**src/rtl/pc_fetch_unit.sv**
```systemverilog
// ---------------------------------------------------------------------------
// pc_fetch_unit
//
// Purpose
//   Owns the program counter. It fetches one instruction per memory handshake
//   and hands it to decode over a valid/ready handshake. It also drives the
//   operands of the downstream next-PC 2:1 select: pc_plus1 feeds the
//   sequential leg, and pc_sel chooses the branch-target leg. A taken branch
//   flushes any instruction that is in flight or being held for decode.
//
// Ports
//   clk            in   1            system clock, rising edge
//   rst_n          in   1            synchronous reset, active low
//   imem_addr      out  PC_WIDTH     fetch address (always the current PC)
//   imem_req       out  1            fetch request, held until imem_ack
//   imem_ack       in   1            imem_data is valid this cycle
//   imem_data      in   INSTR_WIDTH  fetched instruction word
//   instr          out  INSTR_WIDTH  registered instruction for decode
//   instr_pc       out  PC_WIDTH     registered PC of instr
//   instr_valid    out  1            instr / instr_pc are valid
//   instr_ready    in   1            decode accepts instr this cycle
//   branch_take    in   1            redirect fetch to branch_target
//   branch_target  in   PC_WIDTH     redirect address
//   pc_plus1       out  PC_WIDTH     pc + 1, wraps modulo 2^PC_WIDTH
//   pc_sel         out  1            next-PC select (1 = branch target)
// ---------------------------------------------------------------------------
module pc_fetch_unit #(
  parameter int                     PC_WIDTH    = 8,
  parameter int                     INSTR_WIDTH = 8,
  parameter logic [PC_WIDTH-1:0]    RESET_PC    = '0
) (
  input  logic                      clk,
  input  logic                      rst_n,
  output logic [PC_WIDTH-1:0]       imem_addr,
  output logic                      imem_req,
  input  logic                      imem_ack,
  input  logic [INSTR_WIDTH-1:0]    imem_data,
  output logic [INSTR_WIDTH-1:0]    instr,
  output logic [PC_WIDTH-1:0]       instr_pc,
  output logic                      instr_valid,
  input  logic                      instr_ready,
  input  logic                      branch_take,
  input  logic [PC_WIDTH-1:0]       branch_target,
  output logic [PC_WIDTH-1:0]       pc_plus1,
  output logic                      pc_sel
);

  // IDLE is a single bubble cycle after reset; REQ is the only state that
  // asserts imem_req; HOLD presents the fetched word until decode takes it.
  localparam logic [1:0] IDLE = 2'd0;
  localparam logic [1:0] REQ  = 2'd1;
  localparam logic [1:0] HOLD = 2'd2;

  localparam logic [PC_WIDTH-1:0] PC_ONE = {{(PC_WIDTH-1){1'b0}}, 1'b1};

  logic [1:0]             state,       state_nxt;
  logic [PC_WIDTH-1:0]    pc,          pc_nxt;
  logic [INSTR_WIDTH-1:0] instr_nxt;
  logic [PC_WIDTH-1:0]    instr_pc_nxt;
  logic                   instr_valid_nxt;

  // The carry out of the increment is dropped, so 0xFF wraps to 0x00.
  assign pc_plus1  = pc + PC_ONE;
  assign pc_sel    = branch_take;
  assign imem_addr = pc;
  assign imem_req  = (state == REQ);

  // -------------------------------------------------------------------------
  // Next-state logic
  // -------------------------------------------------------------------------
  always_comb begin
    // NOTE: every signal gets a default first, so no path through the
    // case statement leaves one unassigned and infers a latch.
    state_nxt       = state;
    pc_nxt          = pc;
    instr_nxt       = instr;
    instr_pc_nxt    = instr_pc;
    instr_valid_nxt = instr_valid;

    case (state)
      IDLE: begin
        state_nxt = REQ;
      end
      REQ: begin
        if (imem_ack) begin
          instr_nxt       = imem_data;
          instr_pc_nxt    = pc;
          instr_valid_nxt = 1'b1;
          pc_nxt          = pc_plus1;
          state_nxt       = HOLD;
        end
      end
      HOLD: begin
        if (instr_ready) begin
          instr_valid_nxt = 1'b0;
          state_nxt       = REQ;
        end
      end
      default: begin
        state_nxt = IDLE;
      end
    endcase

    // A redirect overrides everything above. An ack in the same cycle is
    // dropped, so the memory word and the increment are both discarded. A
    // held instruction is flushed, and fetch restarts at the target. When
    // decode also asserts ready in HOLD, it has already taken the word, so
    // clearing valid here agrees with that handshake.
    if (branch_take) begin
      pc_nxt          = branch_target;
      instr_nxt       = instr;
      instr_pc_nxt    = instr_pc;
      instr_valid_nxt = 1'b0;
      state_nxt       = REQ;
    end
  end

  // -------------------------------------------------------------------------
  // State registers
  // -------------------------------------------------------------------------
  always_ff @(posedge clk) begin
    // NOTE: sequential state is written with non-blocking assignments, so
    // every register samples the values it held before the clock edge.
    if (!rst_n) begin
      // NOTE: the datapath registers instr and instr_pc are reset too,
      // because decode must observe zeros after reset, not stale data.
      state       <= IDLE;
      pc          <= RESET_PC;
      instr       <= '0;
      instr_pc    <= '0;
      instr_valid <= 1'b0;
    end else begin
      state       <= state_nxt;
      pc          <= pc_nxt;
      instr       <= instr_nxt;
      instr_pc    <= instr_pc_nxt;
      instr_valid <= instr_valid_nxt;
    end
  end

endmodule
```
**config.mk**
```make
export PLATFORM = sky130hd
export DESIGN_NAME = pc_fetch_unit
export DESIGN_NICKNAME = d
export VERILOG_FILES = /design/src/rtl/pc_fetch_unit.sv
export SDC_FILE = /design/constraint.sdc
export NUM_CORES = 1
export LEC_CHECK = 0
export ABC_CLOCK_PERIOD_IN_PS = 1700
export BUFFER_PORTS_ARGS = -buffer_cell sky130_fd_sc_hd__buf_2
export CORE_ASPECT_RATIO = 0.75
export CORE_UTILIZATION = 45
export DETAILED_ROUTE_END_ITERATION = 16
export GPL_ROUTABILITY_DRIVEN = 1
export PLACE_DENSITY = 0.76
export SYNTH_ARGS = -nofsm -noshare
export SYNTH_HDL_FRONTEND = slang
export SYNTH_SLANG_ARGS = --single-unit
```
**constraint.sdc**
```tcl
create_clock -name clk -period 1.7 [get_ports clk]
set_clock_uncertainty 0.05 [all_clocks]
set_input_delay 0.085 -clock clk [delete_from_list [all_inputs] [get_ports clk]]
set_output_delay 0.085 -clock clk [all_outputs]
set_load 0.005 [all_outputs]
```
# After elaboration in Yosys (flattened, before gate mapping)
# Index checks and enable logic that the tools add are counted.
[op_classes] reduce_logical=10 mux=10 addsub=1 n_bitwise=2 eq_ne=6
[ops] op="$mux 8" count=3
[ops] op="$add 8x1->8 const B" count=1
[ops] op="$pmux 2 s3" count=1
[ops] op="$reduce_and 2->1" count=3
[ops] op="$reduce_and 3->1" count=2
[ops] op="$reduce_bool 2->1" count=3
[ops] op="$mux 2" count=2
[ops] op="$mux 1" count=3
[ops] op="$ne 3x1->1 const B" count=1
[ops] op="$ne 3x3->1 const B" count=1
[ops] op="$eq 2x1->1 const B" count=1
[ops] op="$eq 2x2->1 const B" count=1
[ops] op="$logic_not 2->1" count=1
[ops] op="$ne 2x1->1 const B" count=1
[ops] op="$ne 2x2->1 const B" count=1
[ops] op="$not 1->1" count=2
[ops] op="$pmux 1 s2" count=1
[ops] op="$reduce_or 2->1" count=1
[totals] input_bits=21 ff_bits=27 out_inout_bits=35 elab_cells=35

# Depth between registers and ports, before layout
# Gate-level depths: netlist of the first run.
[logic_depth] word_depth=4 depth_mapped=7 mapped_depth_nobuf=5

# Least setup slack after synthesis of the first run
# No wires, ideal clock.
[synth_path] path_type="register to register" start="register state[1]" end="register pc[7], in the netlist imem_addr[7]" setup_ps=122 period_less_slack_ps=1540 arrival_ps=1368 setup_slack_ps=160 stages_incl_launch_ff=7 cell_sequence="dfxtp_1 -> inv_1 -> ha_1 -> and3b_1 -> buf_2 -> o2111a_1 -> a221o_1"
[synth_between] elab_chain_len=3
[synth_rtl] element="from (decl)" line="56" rtl="logic [1:0] state, state_nxt;"
[synth_rtl] element="from (signal assigned)" line="133" rtl="state <= state_nxt;"
[synth_rtl] element="$eq 2x1->1"
[synth_rtl] element="named net imem_req" line="35" rtl="output logic imem_req,"
[synth_rtl] element="$reduce_bool 2->1 (no source line)"
[synth_rtl] element="$reduce_and 2->1 (no source line)"
[synth_rtl] element="to (signal assigned)" line="134" rtl="pc <= pc_nxt;"
[synth_rtl] element="to (decl)" line="57" rtl="logic [PC_WIDTH-1:0] pc, pc_nxt;"
# The timed path passes the listed nets, and every way through them passes these cells.
# A chain may end at the register's enable or synchronous reset.

# Worst setup path in the final report of the first run
[layout_path] start="register state[1]" end="register pc[5], in the netlist imem_addr[5]"
[layout_between] elab_chain_len=3
[layout_rtl] element="$eq 2x1->1" line="80" rtl="case (state)"
[layout_rtl] element="$reduce_bool 2->1 (no source line)"
[layout_rtl] element="$reduce_and 2->1 (no source line)"
# No other way between the ends.

==> results of run 1 <==
worst max-delay path, delay by kind of cell, from the launching register on:
family,cells,cell delay (ns)
compound gates,1,0.19
fa+ha+maj,1,0.28
buf+inv,1,0.13
flops,1,0.36
simple gates,2,0.56
kinds of logic (layout without fill, tap and decap cells):
family	Yosys count	in the layout
buffers and inverters	16	77
adders and majority gates	6	6
DFF	27	27
AOI/OAI and AO/OA	39	39
and+or+nand+nor	67	67
xor gates and xnor gates	8	8
final timing paths:
path                                   start      endpoint  slack (ns)  cells after the start
worst max-delay path                state[1]  imem_addr[5]        0.06                      5
worst min-delay path            imem_data[1]      instr[1]       0.003                      3
worst max register to register      state[1]  imem_addr[5]        0.06                      5
worst min register to register      instr[7]      instr[7]        0.41                      2
final cells by class:
| cell class | instances | area (sq um) | area share [%] |
|---|---|---|---|
| Clock inverter | 1 | 7.507 | 0.4270 |
| Sequential cell | 27 | 553.0 | 31.46 |
| Clock buffer | 3 | 41.29 | 2.349 |
| Multi-Input combinational cell | 120 | 710.7 | 40.43 |
| Inverter | 6 | 22.52 | 1.281 |
| Tap cell | 36 | 45.04 | 2.562 |
| Timing Repair Buffer | 67 | 377.9 | 21.49 |
power by group through the flow:
stage / clock [mW] / combinational (mW) / sequential (mW)
2_1_floorplan: 0 / 0.124 / 0.703
3_3_place_gp: 0 / 0.213 / 0.704
3_5_place_dp: 0 / 0.219 / 0.707
4_1_cts: 0.370 / 0.230 / 0.693
5_1_grt: 0.394 / 0.255 / 0.697
6_report: 0.358 / 0.232 / 0.692
cells in the final DEF (no fill, tap or decap), types with 2 or more instances in the layout:
cell           count
buf_2             55
nor2_1             6
dfxtp_1           23
a21oi_1           19
o21ai_0            7
xnor2_1            3
nand2b_1           4
a311oi_1           3
xor2_1             5
nand2_1           34
clkbuf_8           3
buf_4              7
nor2b_1            4
a31oi_1            3
inv_1              5
nand3_1            4
nor3_1             2
dlygate4sd3_1      5
nand3_2            2
dfxtp_4            3
ha_1               5
or3_1              3
sequential cells by signal, indices dropped and copies added (netlist names):
signal       count
state            2
imem_addr        8
instr            8
instr_valid      1
instr_pc         8
what timing repair did:
action / in CTS / in global routing
buffers inserted: 0 / 1
pin swaps: 0 / 2
cloned: 0 / 0
gates resized for setup: 3 / 7
hold buffers: 5 / 0
endpoints found under the hold margin: 5 / 0
setup endpoints to repair: 5 / 4
layer usage:
layer / track usage (%) / wire [microns] / share of wire (%)
met5: 0 / 0 / 0
met1: 25.58 / 1490 / 45
met3: 5.607 / 176 / 5.3
met2: 38.07 / 1633 / 49
met4: 5.926 / 27 / 0.81
==> flow_metrics.tcl, run 1 <==
set metrics [dict create \
    status "finished clean" \
    first_pass_iters 4 \
    synth_fa_ha_area_share_pct 5.682 \
    num_io_pins 56 \
    place_area_sq_um 1632 \
    num-fill-cells 233 \
    syn_nets 190 \
    slew_violations 0 \
    fin_crit_ns 1.641 \
    slowest_delay_ns 0.42 \
    clk_latency_ns 0.27 \
    cts.path.max_buffers 2 \
    finalNonFillerCells 260 \
    cts-root-buf "clkbuf_8" \
    critPathKind "reg2reg" \
    p_per_area_nw_per_um2 729.5 \
    yosysMostFrequentCell "nand2_1" \
    synth_mux_area_share_pct 0 \
    ys_seq_area_share_pct 40.91 \
    clock-sinks 27 \
    relSlewSlack_pct 82.26 \
    synth_simple_gate_area_share_pct 24.15 \
    dieArea_sq_um 3159 \
    cts.clk_slew.worst_paths_ns 0.09 \
    synth_area_per_cell_sq_um 8.106 \
    arrival_ns 1.78 \
    synthArstFlopShare_pct 0 \
    pwr-share-clk_pct 27.9 \
    rows 16 \
    via_per_inst 5.235 \
    grt_pass1_wl_microns 5354 \
    fin_tns_setup_ns 0 \
    synth_top_area_cell "dfxtp_1" \
    final_cell_area_sq_um 1758 \
    ys_types 35 \
    nets 252 \
    synth_compound_area_share_pct 18.09 \
    yosys_warnings 0 \
    place_congestion 0.9456 \
    netlist_top_cells_count "nand2_1 (35), dfxtp_1 (27), a21oi_1 (19), nor2_1 (7), o21ai_0 (7)" \
    synth_top_area_share_pct 40.91 \
    finalCritPeriodShare_pct 96.54 \
    drive_gt1_share_pct 33.48 \
    synth.area.top_cells "dfxtp_1 (41%), nand2_1 (9.9%), a21oi_1 (7.2%), ha_1 (5.7%), xor2_1 (3.3%)" \
    die_x_microns 64.57 \
    io_buffers 55 \
    ant_nets 0 \
    synthFlopType "dfxtp_1" \
    grt_max_degree 17 \
    hold_viol 0 \
    syn_area_sq_um 1321 \
    core_sq_um 2703 \
    cp_cell_sequence "inv_1 -> ha_2 -> nand2_2 -> or4_1 -> a31oi_1" \
    grt_pass1_vias 1277 \
    final_util_pct 65.05 \
    postRouteWirelength_microns 3328 \
    antenna_found_initial 0 \
    setup_viol_count_final 0 \
    power.switching_mw 0.3438 \
    tritoncts "done" \
    drt-initial-drc-count 41 \
    fin_ws_ns 0.05883 \
    cts_buffers 3 \
    internal_power_mw 0.9387 \
    overflow 0 \
    min_path_type "in2reg" \
    post_drt_wl_per_cell_microns 12.80 \
    htree_levels 1 \
    synthToLayoutAreaGrowth_pct 33.05 \
    whs_ns 0.003246 \
    synth_seq_cells 27 \
    comb_power_share_pct 18.1 \
    worstMarginPinSlew_ns 0.2659 \
    synth-xor-area-share_pct 5.303 \
    synth_top_family_by_area "simple AND/OR/NAND/NOR gates" \
    power_mw 1.282 \
    num_vias 1361 \
    leakagePower_nw 0.7884 \
    start_util_pct 48.89 \
    max-cap-violations 0 \
    sw_frac_of_total_pct 26.80 \
    num_antenna_cells 0 \
    peakVddDrop_mv 0.4004 \
    die_h_microns 48.93 \
    place_ws_ns -0.04418 \
    worst_setup_path_start_kind "register" \
    crit_slowest_cell "or4_1" \
    crit_fanout 8 \
    fmax_mhz 609.3 \
    grt_usage_pct 21.53 \
    placedCellCount 250 \
    seq_power_share_pct 54.0 \
    synthesis.instances 163 \
    synth_edf_count 0 \
    drc 0 \
    end_kind "register" \
    worstPathRequired_ns 1.84 \
    dp_hpwl_microns 2489 \
]
Note: power is estimated with default switching activity, not from simulation.
==> run 2, diff against run 1 <==
--- a/config.mk
+++ b/config.mk
@@ -11,6 +11,7 @@
 export CORE_UTILIZATION = 45
 export DETAILED_ROUTE_END_ITERATION = 16
 export GPL_ROUTABILITY_DRIVEN = 1
+export HOLD_SLACK_MARGIN = 0.1
 export PLACE_DENSITY = 0.76
 export SYNTH_ARGS = -nofsm -noshare
 export SYNTH_HDL_FRONTEND = slang
==> constraint.sdc (replaced) <==
create_clock -name clk -period 1.7 [get_ports clk]
set_clock_uncertainty 0.05 [all_clocks]
set_input_delay 0.085 -clock clk [delete_from_list [all_inputs] [get_ports clk]]
set_output_delay 0.085 -clock clk [all_outputs]
set_load 0.05 [all_outputs]
==> run 2 against run 1 <==
  * Maximum frequency is 0.28% lower
  * Sequential share of layout area is 3.4 points lower
  * Critical path depth stayed put
==> flow_metrics.tcl, run 2 (synthesized netlist as in run 1, its figures left out) <==
set metrics [dict create \
    relSlewSlack_pct 75.81 \
    grt_pass1_vias 1390 \
    ant_nets 0 \
    htree_levels 1 \
    comb_power_share_pct 28.8 \
    core_sq_um 2703 \
    nets 266 \
    grt_max_degree 17 \
    fmax_mhz 607.6 \
    die_h_microns 48.93 \
    layout_common_cells "buf_2 (52), nand2_1 (35), dfxtp_1 (21)" \
    place_congestion 0.8567 \
    hold_end "instr_valid" \
    drive_gt1_share_pct 36.55 \
    start_util_pct 48.89 \
    io_buffers 55 \
    post_drt_wl_per_cell_microns 13.77 \
    synthToLayoutAreaGrowth_pct 49.91 \
    finalCritPeriodShare_pct 96.81 \
    worstRegToRegCells 5 \
    worstMarginPinSlew_ns 0.3625 \
    fin_crit_ns 1.646 \
    whs_ns 0.1273 \
    max-cap-violations 0 \
    sw_frac_of_total_pct 34.81 \
    p_per_area_nw_per_um2 754.2 \
    leakagePower_nw 0.8672 \
    arrival_ns 1.79 \
    seq_power_share_pct 46.8 \
    end_kind "register" \
    cts.clk_slew.worst_paths_ns 0.09 \
    r2r_end "imem_addr[4]" \
    dp_hpwl_microns 2604 \
    hold_depth 4 \
    cts.path.max_buffers 2 \
    worstPathRequired_ns 1.84 \
    drt-initial-drc-count 68 \
    num_io_pins 56 \
    num_antenna_cells 0 \
    dieArea_sq_um 3159 \
    fin_tns_setup_ns 0 \
    rsz0062_at_grt "no" \
    power.switching_mw 0.5200 \
    internal_power_mw 0.9739 \
    place_ws_ns 0.09134 \
    cts_buffers 3 \
    worst_setup_path_start_kind "register" \
    status "finished clean" \
    finalNonFillerCells 274 \
    drc 0 \
    postRouteWirelength_microns 3773 \
    tritoncts "done" \
    power_mw 1.494 \
    final_common_cell "buf_2" \
    cts-root-buf "clkbuf_8" \
    first_pass_iters 4 \
    final_util_pct 73.29 \
    overflow 0 \
    place_area_sq_um 1723 \
    setup_viol_count_final 0 \
    min_path_type "in2reg" \
    die_x_microns 64.57 \
    r2r-start "state[1]" \
    clock-sinks 27 \
    clk_latency_ns 0.28 \
    grt_usage_pct 25.26 \
    final_cell_area_sq_um 1981 \
    grt_pass1_wl_microns 6168 \
    slew_violations 0 \
    via_per_inst 5.230 \
    placedCellCount 252 \
    critPathKind "reg2reg" \
    fin_ws_ns 0.05418 \
    peakVddDrop_mv 0.5380 \
    r2r_slack_ns 0.05 \
    hp-start "instr_ready" \
    hold_viol 0 \
    rows 16 \
    num_vias 1433 \
    pwr-share-clk_pct 24.5 \
    crit_fanout 8 \
    antenna_found_initial 0 \
]
## run 2: area by class of cell
class,count,area (sq um)
multi-input cells,120,788.3
fillers,204,721.9
flip-flops and latches,27,555.5
repair buffers,81,520.5
well taps,36,45.04
clock buffers,3,41.29
inverters,6,22.52
clock inverters,1,7.507
## run 2: worst max path at each step
stage / end / slack [ns] / from / cells past startpoint
4_1_cts: pc_plus1[7] / 0.0007 / imem_addr[3] / 5
3_3_place_gp: pc_plus1[7] / 0.18 / imem_addr[3] / 4
3_5_place_dp: imem_addr[4] / 0.09 / state[1] / 5
5_1_grt: imem_addr[4] / 0.004 / state[1] / 5
2_1_floorplan: pc_plus1[6] / -0.15 / imem_addr[4] / 3
6_report: imem_addr[4] / 0.05 / state[1] / 5
## run 2: worst max-delay path: stages (launching register included)
cell,delay [ns]
dfxtp_1,0.35
inv_1,0.11
ha_2,0.26
nand3_1,0.18
or3_1,0.35
a311oi_1,0.25
## run 2: power groups by stage
stage               sequential [mW]  clock, mW  combinational (mW)
global placement              0.710          0               0.382
CTS                           0.699      0.380               0.423
detailed placement            0.713          0               0.390
floorplan                     0.793          0               0.206
global route                  0.703      0.406               0.454
finish                        0.698      0.366               0.430
## run 2: per-layer routing
| layer | up-vias | wire, microns | track usage (%) |
|---|---|---|---|
| met3 | 8 | 204 | 6.075 |
| met5 | - | 0 | 0 |
| li1 | 705 | - | - |
| met1 | 662 | 1558 | 29.11 |
| met2 | 58 | 1940 | 45.96 |
| met4 | 0 | 69 | 7.407 |
## run 2: what timing repair did
action                                 in CTS  in global routing
setup endpoints to repair                   3                  5
resized for setup                           4                  9
pin swaps                                   1                  0
hold buffers                               17                  0
endpoints found under the hold margin      16                  0
setup buffers                               1                  0
